$ cat src/rtl/handshake_skid_if.sv
// handshake_skid_if: valid/ready/data channel; master drives valid and data, slave drives ready.
interface handshake_skid_if #(parameter int WIDTH = 32);
    logic             valid;
    logic             ready;
    logic [WIDTH-1:0] data;
    modport master (output valid, output data, input ready);
    modport slave  (input valid, input data, output ready);
endinterface

$ cat src/rtl/handshake_skid.sv
// handshake_skid: two-entry register slice with registered valid/ready/data and an output-beat counter.
module handshake_skid #(
    parameter int WIDTH = 32,
    parameter int CNT_W = 16
) (
    input  logic              clk,
    input  logic              rstn,
    handshake_skid_if.slave   up,
    handshake_skid_if.master  dn,
    output logic [1:0]        level_o,
    input  logic              cnt_clr,
    output logic [CNT_W-1:0]  beat_cnt
);
    typedef enum logic [1:0] {EMPTY = 2'd0, BUSY = 2'd1, FULL = 2'd2} state_t;
    state_t           state;
    logic [WIDTH-1:0] main_q, skid_q;
    logic             ready_q, valid_q;
    logic             in_fire, out_fire;
    assign in_fire  = up.valid & ready_q;
    assign out_fire = valid_q & dn.ready;
    assign up.ready = ready_q;
    assign dn.valid = valid_q;
    assign dn.data  = main_q;
    assign level_o  = state;
    // main is zeroed whenever the buffer empties so data_o reads 0 while invalid
    always_ff @(posedge clk) begin
        if (!rstn) begin
            state   <= EMPTY;
            main_q  <= '0;
            skid_q  <= '0;
            ready_q <= 1'b0;
            valid_q <= 1'b0;
        end else begin
            unique case (state)
                EMPTY: if (in_fire) begin
                    main_q  <= up.data;
                    state   <= BUSY;
                    valid_q <= 1'b1;
                    ready_q <= 1'b1;
                end else begin
                    ready_q <= 1'b1;
                end
                BUSY: if (in_fire && out_fire) begin
                    main_q <= up.data;
                end else if (in_fire) begin
                    skid_q  <= up.data;
                    state   <= FULL;
                    ready_q <= 1'b0;
                end else if (out_fire) begin
                    main_q  <= '0;
                    state   <= EMPTY;
                    valid_q <= 1'b0;
                end
                FULL: if (out_fire) begin
                    main_q  <= skid_q;
                    state   <= BUSY;
                    ready_q <= 1'b1;
                end
                default: begin
                    state   <= EMPTY;
                    main_q  <= '0;
                    valid_q <= 1'b0;
                    ready_q <= 1'b1;
                end
            endcase
        end
    end
    always_ff @(posedge clk)
        beat_cnt <= (!rstn || cnt_clr) ? '0 : beat_cnt + CNT_W'(out_fire);
endmodule

$ cat src/flat_wrapper.sv
// flat-port wrapper written by rule: the top's interface ports become plain ports
module handshake_skid_flat 
#(
    parameter int WIDTH = 32,
    parameter int CNT_W = 16
)
  (clk, rstn, level_o, cnt_clr, beat_cnt, up_valid, up_data, up_ready, dn_valid, dn_data, dn_ready);
  handshake_skid_if #(.WIDTH(WIDTH)) up_i ();
  handshake_skid_if #(.WIDTH(WIDTH)) dn_i ();
  input  logic clk;
  input  logic rstn;
  output logic [1:0] level_o;
  input  logic cnt_clr;
  output logic [CNT_W-1:0] beat_cnt;
  input wire logic [$bits(up_i.valid)-1:0] up_valid;
  input wire logic [$bits(up_i.data)-1:0] up_data;
  output wire logic [$bits(up_i.ready)-1:0] up_ready;
  output wire logic [$bits(dn_i.valid)-1:0] dn_valid;
  output wire logic [$bits(dn_i.data)-1:0] dn_data;
  input wire logic [$bits(dn_i.ready)-1:0] dn_ready;
  assign up_i.valid = up_valid;
  assign up_i.data = up_data;
  assign up_ready = up_i.ready;
  assign dn_valid = dn_i.valid;
  assign dn_data = dn_i.data;
  assign dn_i.ready = dn_ready;
  handshake_skid #(.WIDTH(WIDTH), .CNT_W(CNT_W)) u_core (.clk(clk), .rstn(rstn), .up(up_i), .dn(dn_i), .level_o(level_o), .cnt_clr(cnt_clr), .beat_cnt(beat_cnt));
endmodule
$ cat config.mk
export PLATFORM = sky130hd
export DESIGN_NAME = handshake_skid_flat
export DESIGN_NICKNAME = d
export VERILOG_FILES = /design/src/rtl/handshake_skid_if.sv /design/src/rtl/handshake_skid.sv /design/src/flat_wrapper.sv
export SDC_FILE = /design/constraint.sdc
export NUM_CORES = 1
export LEC_CHECK = 0
export CAP_MARGIN = 30
export CORE_UTILIZATION = 50
export DETAILED_ROUTE_END_ITERATION = 8
export GPL_TIMING_DRIVEN = 0
export PLACE_DENSITY = 0.82
export SLEW_MARGIN = 20
export SYNTH_ARGS = -nofsm -noshare
export SYNTH_HDL_FRONTEND = slang
export SYNTH_SLANG_ARGS = --single-unit
$ cat constraint.sdc
create_clock -name clk -period 5.45 [get_ports clk]
set_clock_uncertainty 0.2 [all_clocks]
set_input_delay 1.09 -clock clk [delete_from_list [all_inputs] [get_ports clk]]
set_output_delay 1.09 -clock clk [all_outputs]
set_load 0.005 [all_outputs]
==> impl_metrics.xml <==
<?xml version="1.0" encoding="UTF-8"?>
<metrics>
  <group name="clock_tree">
    <metric name="number_of_buffers_inserted_to_repair_setup_after_cts" unit="">0</metric>
    <metric name="h_tree_levels" unit="">3</metric>
    <metric name="insertion_delay" unit="ns">0.35</metric>
    <metric name="cts.root.buffer_cell" unit="">sky130_fd_sc_hd__clkbuf_8</metric>
    <metric name="cts_buffers" unit="">9</metric>
    <metric name="worst_setup_hold_path_clk_slew" unit="ns">0.08</metric>
    <metric name="cts_hold_buffers" unit="">0</metric>
    <metric name="clock_tree_from_tritoncts" unit="">built</metric>
    <metric name="cts_repair_resize_count" unit="">0</metric>
    <metric name="clock_tree.buffer_depth" unit="">2</metric>
    <metric name="clock_sinks" unit="">84</metric>
  </group>
  <group name="floorplan">
    <metric name="die_area" unit="mm²">0.007015</metric>
    <metric name="dieWidth" unit="µm">83.76</metric>
    <metric name="placeable_core_region" unit="mm²">0.006386</metric>
    <metric name="rows" unit="">29</metric>
    <metric name="io-pin-count" unit="">89</metric>
    <metric name="die_height" unit="µm">83.76</metric>
    <metric name="starting_utilization_of_the_core_area" unit="%">52.33</metric>
  </group>
  <group name="sta">
    <metric name="final_min_period_over_clock_period" unit="%">55.96</metric>
    <metric name="rsz0062_at_grt" unit="">false</metric>
    <metric name="slew_viols_final" unit="">0</metric>
    <metric name="slew_headroom" unit="%">64.47</metric>
    <metric name="setup_violations" unit="">0</metric>
    <metric name="hold_viol_final" unit="">0</metric>
    <metric name="finalSetupTns" unit="ns">0</metric>
    <metric name="timing.fmax" unit="GHz">0.3279</metric>
    <metric name="worstMarginPinSlew" unit="ns">0.5330</metric>
    <metric name="finalCriticalPeriod" unit="ns">3.050</metric>
  </group>
  <group name="logic_synthesis">
    <metric name="ys_ff_latch" unit="">84</metric>
    <metric name="syn-mean-instance-area" unit="µm²">9.156</metric>
    <metric name="mappedNetlistArea" unit="mm²">0.003342</metric>
    <metric name="synthDominantAreaCellType" unit="">sky130_fd_sc_hd__dfxtp_1</metric>
    <metric name="edff_count_synth" unit="">0</metric>
    <metric name="ys_seq_area_share" unit="%">50.32</metric>
    <metric name="synth_flop_type" unit="">sky130_fd_sc_hd__dfxtp_1</metric>
    <metric name="yosys_warnings" unit="">0</metric>
    <metric name="synth.top_cell.area_share" unit="%">50.32</metric>
    <metric name="netlist_top_cells_area" unit="">sky130_fd_sc_hd__dfxtp_1 (50%), sky130_fd_sc_hd__a222oi_1 (9.6%), sky130_fd_sc_hd__nand2_1 (8.3%), sky130_fd_sc_hd__nor2b_1 (6.2%), sky130_fd_sc_hd__a21boi_0 (5.4%)</metric>
    <metric name="asyncSetResetFlopFracSynth" unit="%">0</metric>
    <metric name="cell_count_after_synthesis" unit="">365</metric>
    <metric name="synth.distinct_cells" unit="">35</metric>
    <metric name="syn-num-nets" unit="">403</metric>
  </group>
  <group name="detailed_routing">
    <metric name="detail-route-antenna-nets" unit="">0</metric>
    <metric name="totalWireLength" unit="µm">8433</metric>
    <metric name="initialDrtViolationCount" unit="">231</metric>
    <metric name="number_of_iterations_in_the_first_detailed_routing_pass" unit="">6</metric>
    <metric name="vias" unit="">3075</metric>
    <metric name="drt_drc_violations_left" unit="">0</metric>
    <metric name="wire_per_inst" unit="µm">15.45</metric>
    <metric name="post_dr_vias_cell" unit="">5.632</metric>
  </group>
  <group name="place">
    <metric name="dp.final_hpwl" unit="µm">5933</metric>
    <metric name="dpl_cell_area" unit="mm²">0.004319</metric>
    <metric name="io_buffer_count" unit="">88</metric>
    <metric name="final_weighted_congestion_in_routability_driven_placement" unit="">0.7968</metric>
  </group>
  <group name="global_route">
    <metric name="grt_start_max_net_pins" unit="">14</metric>
    <metric name="antenna_found_initial" unit="">0</metric>
    <metric name="grt_pass1_wl" unit="µm">13640</metric>
    <metric name="grt_remaining_overflow" unit="">0</metric>
    <metric name="grt_pass1_vias" unit="">2998</metric>
    <metric name="grt.total_usage" unit="%">24.16</metric>
  </group>
  <group name="critical_path">
    <metric name="reg2reg_setup_slack" unit="ns">3.28</metric>
    <metric name="crit_arrival" unit="ns">3.13</metric>
    <metric name="worst-path-buf-inv" unit="">3</metric>
    <metric name="critical-path-slowest-cell" unit="">sky130_fd_sc_hd__clkdlybuf4s50_1</metric>
    <metric name="critPathCaptureType" unit="">register</metric>
    <metric name="timing.critical_path.slowest_cell_delay" unit="ns">0.55</metric>
    <metric name="path_common_cell" unit="">sky130_fd_sc_hd__clkbuf_1</metric>
    <metric name="worst_setup_path_start_kind" unit="">primary input</metric>
    <metric name="timing_worst_setup_path_type" unit="">in2reg</metric>
    <metric name="crit_fanout" unit="">10</metric>
    <metric name="crit_required" unit="ns">5.53</metric>
    <metric name="cp_top_family" unit="">buffers and inverters</metric>
    <metric name="worst_path_cell_trace" unit="">clkdlybuf4s50_1, nand2_1, clkbuf_1, a21oi_1, clkbuf_1, a222oi_1, nor2b_1</metric>
  </group>
  <group name="finish">
    <metric name="final_area" unit="mm²">0.004537</metric>
    <metric name="drive_above_1_share" unit="%">4.691</metric>
    <metric name="n_antenna_cell" unit="">0</metric>
    <metric name="flow.area_growth_from_synthesis" unit="%">35.75</metric>
    <metric name="n_fill_cell" unit="">519</metric>
    <metric name="finalNetCount" unit="">502</metric>
  </group>
  <group name="power">
    <metric name="p_per_area" unit="mW/mm²">285.2</metric>
    <metric name="power.ir.vdd_worst" unit="mV">0.1674</metric>
    <metric name="power_leakage" unit="nW">1.505</metric>
  </group>
  <group name="flow_run">
    <metric name="drv.max_cap_violation_count" unit="">0</metric>
  </group>
  <group name="worst_hold_path">
    <metric name="hold_path_class" unit="">reg2reg</metric>
  </group>
  <group name="outcome">
    <metric name="run_status" unit="">finished, final reports clean</metric>
  </group>
</metrics>
Yosys cell counts (2+ instances only):
| cell | instances |
|---|---|
| sky130_fd_sc_hd__inv_1 | 5 |
| sky130_fd_sc_hd__xnor2_1 | 8 |
| sky130_fd_sc_hd__o21a_1 | 2 |
| sky130_fd_sc_hd__nand2b_1 | 4 |
| sky130_fd_sc_hd__or3_1 | 5 |
| sky130_fd_sc_hd__dfxtp_1 | 84 |
| sky130_fd_sc_hd__buf_2 | 5 |
| sky130_fd_sc_hd__nor2_1 | 14 |
| sky130_fd_sc_hd__nand2_1 | 74 |
| sky130_fd_sc_hd__nor4_1 | 3 |
| sky130_fd_sc_hd__and2_1 | 3 |
| sky130_fd_sc_hd__a222oi_1 | 32 |
| sky130_fd_sc_hd__a21boi_1 | 8 |
| sky130_fd_sc_hd__xor2_1 | 4 |
| sky130_fd_sc_hd__and3_1 | 2 |
| sky130_fd_sc_hd__nor2b_1 | 33 |
| sky130_fd_sc_hd__a21oi_1 | 7 |
| sky130_fd_sc_hd__clkbuf_1 | 22 |
| sky130_fd_sc_hd__nor3_1 | 3 |
| sky130_fd_sc_hd__or4_1 | 2 |
| sky130_fd_sc_hd__nand4_1 | 2 |
| sky130_fd_sc_hd__o21ai_0 | 3 |
| sky130_fd_sc_hd__nand3_1 | 5 |
| sky130_fd_sc_hd__a21boi_0 | 24 |
cells in the final DEF (no fill, tap or decap), drive strengths merged, types with 5 or more instances in the layout:
cell	count
nand2	74
dfxtp	84
a21boi	32
nor2b	33
clkbuf	35
a21oi	7
or3	5
xnor2	8
inv	5
a222oi	32
nor2	14
clkdlybuf4s50	88
nand3	5
buf	6
layer usage:
metal	global-route usage [%]	vias to the layer above	part of all wire, %
met4	9.707	0	1.4
met2	40.58	122	50
met1	29.92	1458	42
li1	-	1483	-
met3	5.539	12	7.3
met5	0	-	0
power breakdown:
part           switching [mW]  internal, mW  total [mW]
Sequential             0.0137         0.634       0.648
Clock                   0.216         0.270       0.486
Combinational          0.0745        0.0854       0.160
logic make-up after synthesis:
| kind of cell | Yosys count | synth area share [%] |
|---|---|---|
| simple gates | 153 | 22.16 |
| flops | 84 | 50.32 |
| compound gates | 80 | 19.66 |
| buf+inv | 34 | 4.043 |
| xor+xnor | 12 | 3.145 |
| mux | 1 | 0.2995 |
| fa+ha+maj | 1 | 0.3743 |
cell type report:
cell class	count	area, µm²	area share (%)
well taps	77	96.34	2.124
clock buffers	12	145.1	3.199
multi-input cells	247	1525	33.62
flip-flops and latches	84	1682	37.07
repair buffers	88	880.8	19.42
inverters	5	18.77	0.4137
plain buffers	29	116.4	2.565
clock inverters	4	72.57	1.600
sequential cells by signal, summed over array words and instances (netlist names):
signal	flops
u_core.skid_q	32
u_core.dn.valid	1
u_core.level_o	2
u_core.up.ready	1
u_core.beat_cnt	16
u_core.dn.data	32
tightest hold or removal path, stage by stage (launching register included):
cell and delay [ns]:
sky130_fd_sc_hd__dfxtp_1 0.32, sky130_fd_sc_hd__nand2_1 0.05, sky130_fd_sc_hd__a21boi_1 0.05
path summary, 6_finish.rpt:
| kind | cells past startpoint | endpoint | startpoint |
|---|---|---|---|
| worst max register to register | 6 | u_core.dn.data[11] | u_core.level_o[1] |
| worst min-delay path | 2 | u_core.skid_q[9] | u_core.skid_q[9] |
| worst min register to register | 2 | u_core.skid_q[9] | u_core.skid_q[9] |
| worst max-delay path | 7 | u_core.dn.data[11] | dn_ready |
per-stage QoR:
stage	hold WS (ns)	total power [mW]	cells	setup WS, ns	utilization [%]
detailed placement	0.2479	0.8197	530	2.053	67.63
global placement	0.2406	0.8172	530	2.116	67.63
floorplan	0.2347	0.7332	365	2.980	-
finish	0.2568	1.294	546	2.400	71.04
global route	0.2785	1.341	546	2.220	71.04
CTS	0.2590	1.299	546	2.447	71.04
No activity file was read; power rests on OpenSTA's default activity.
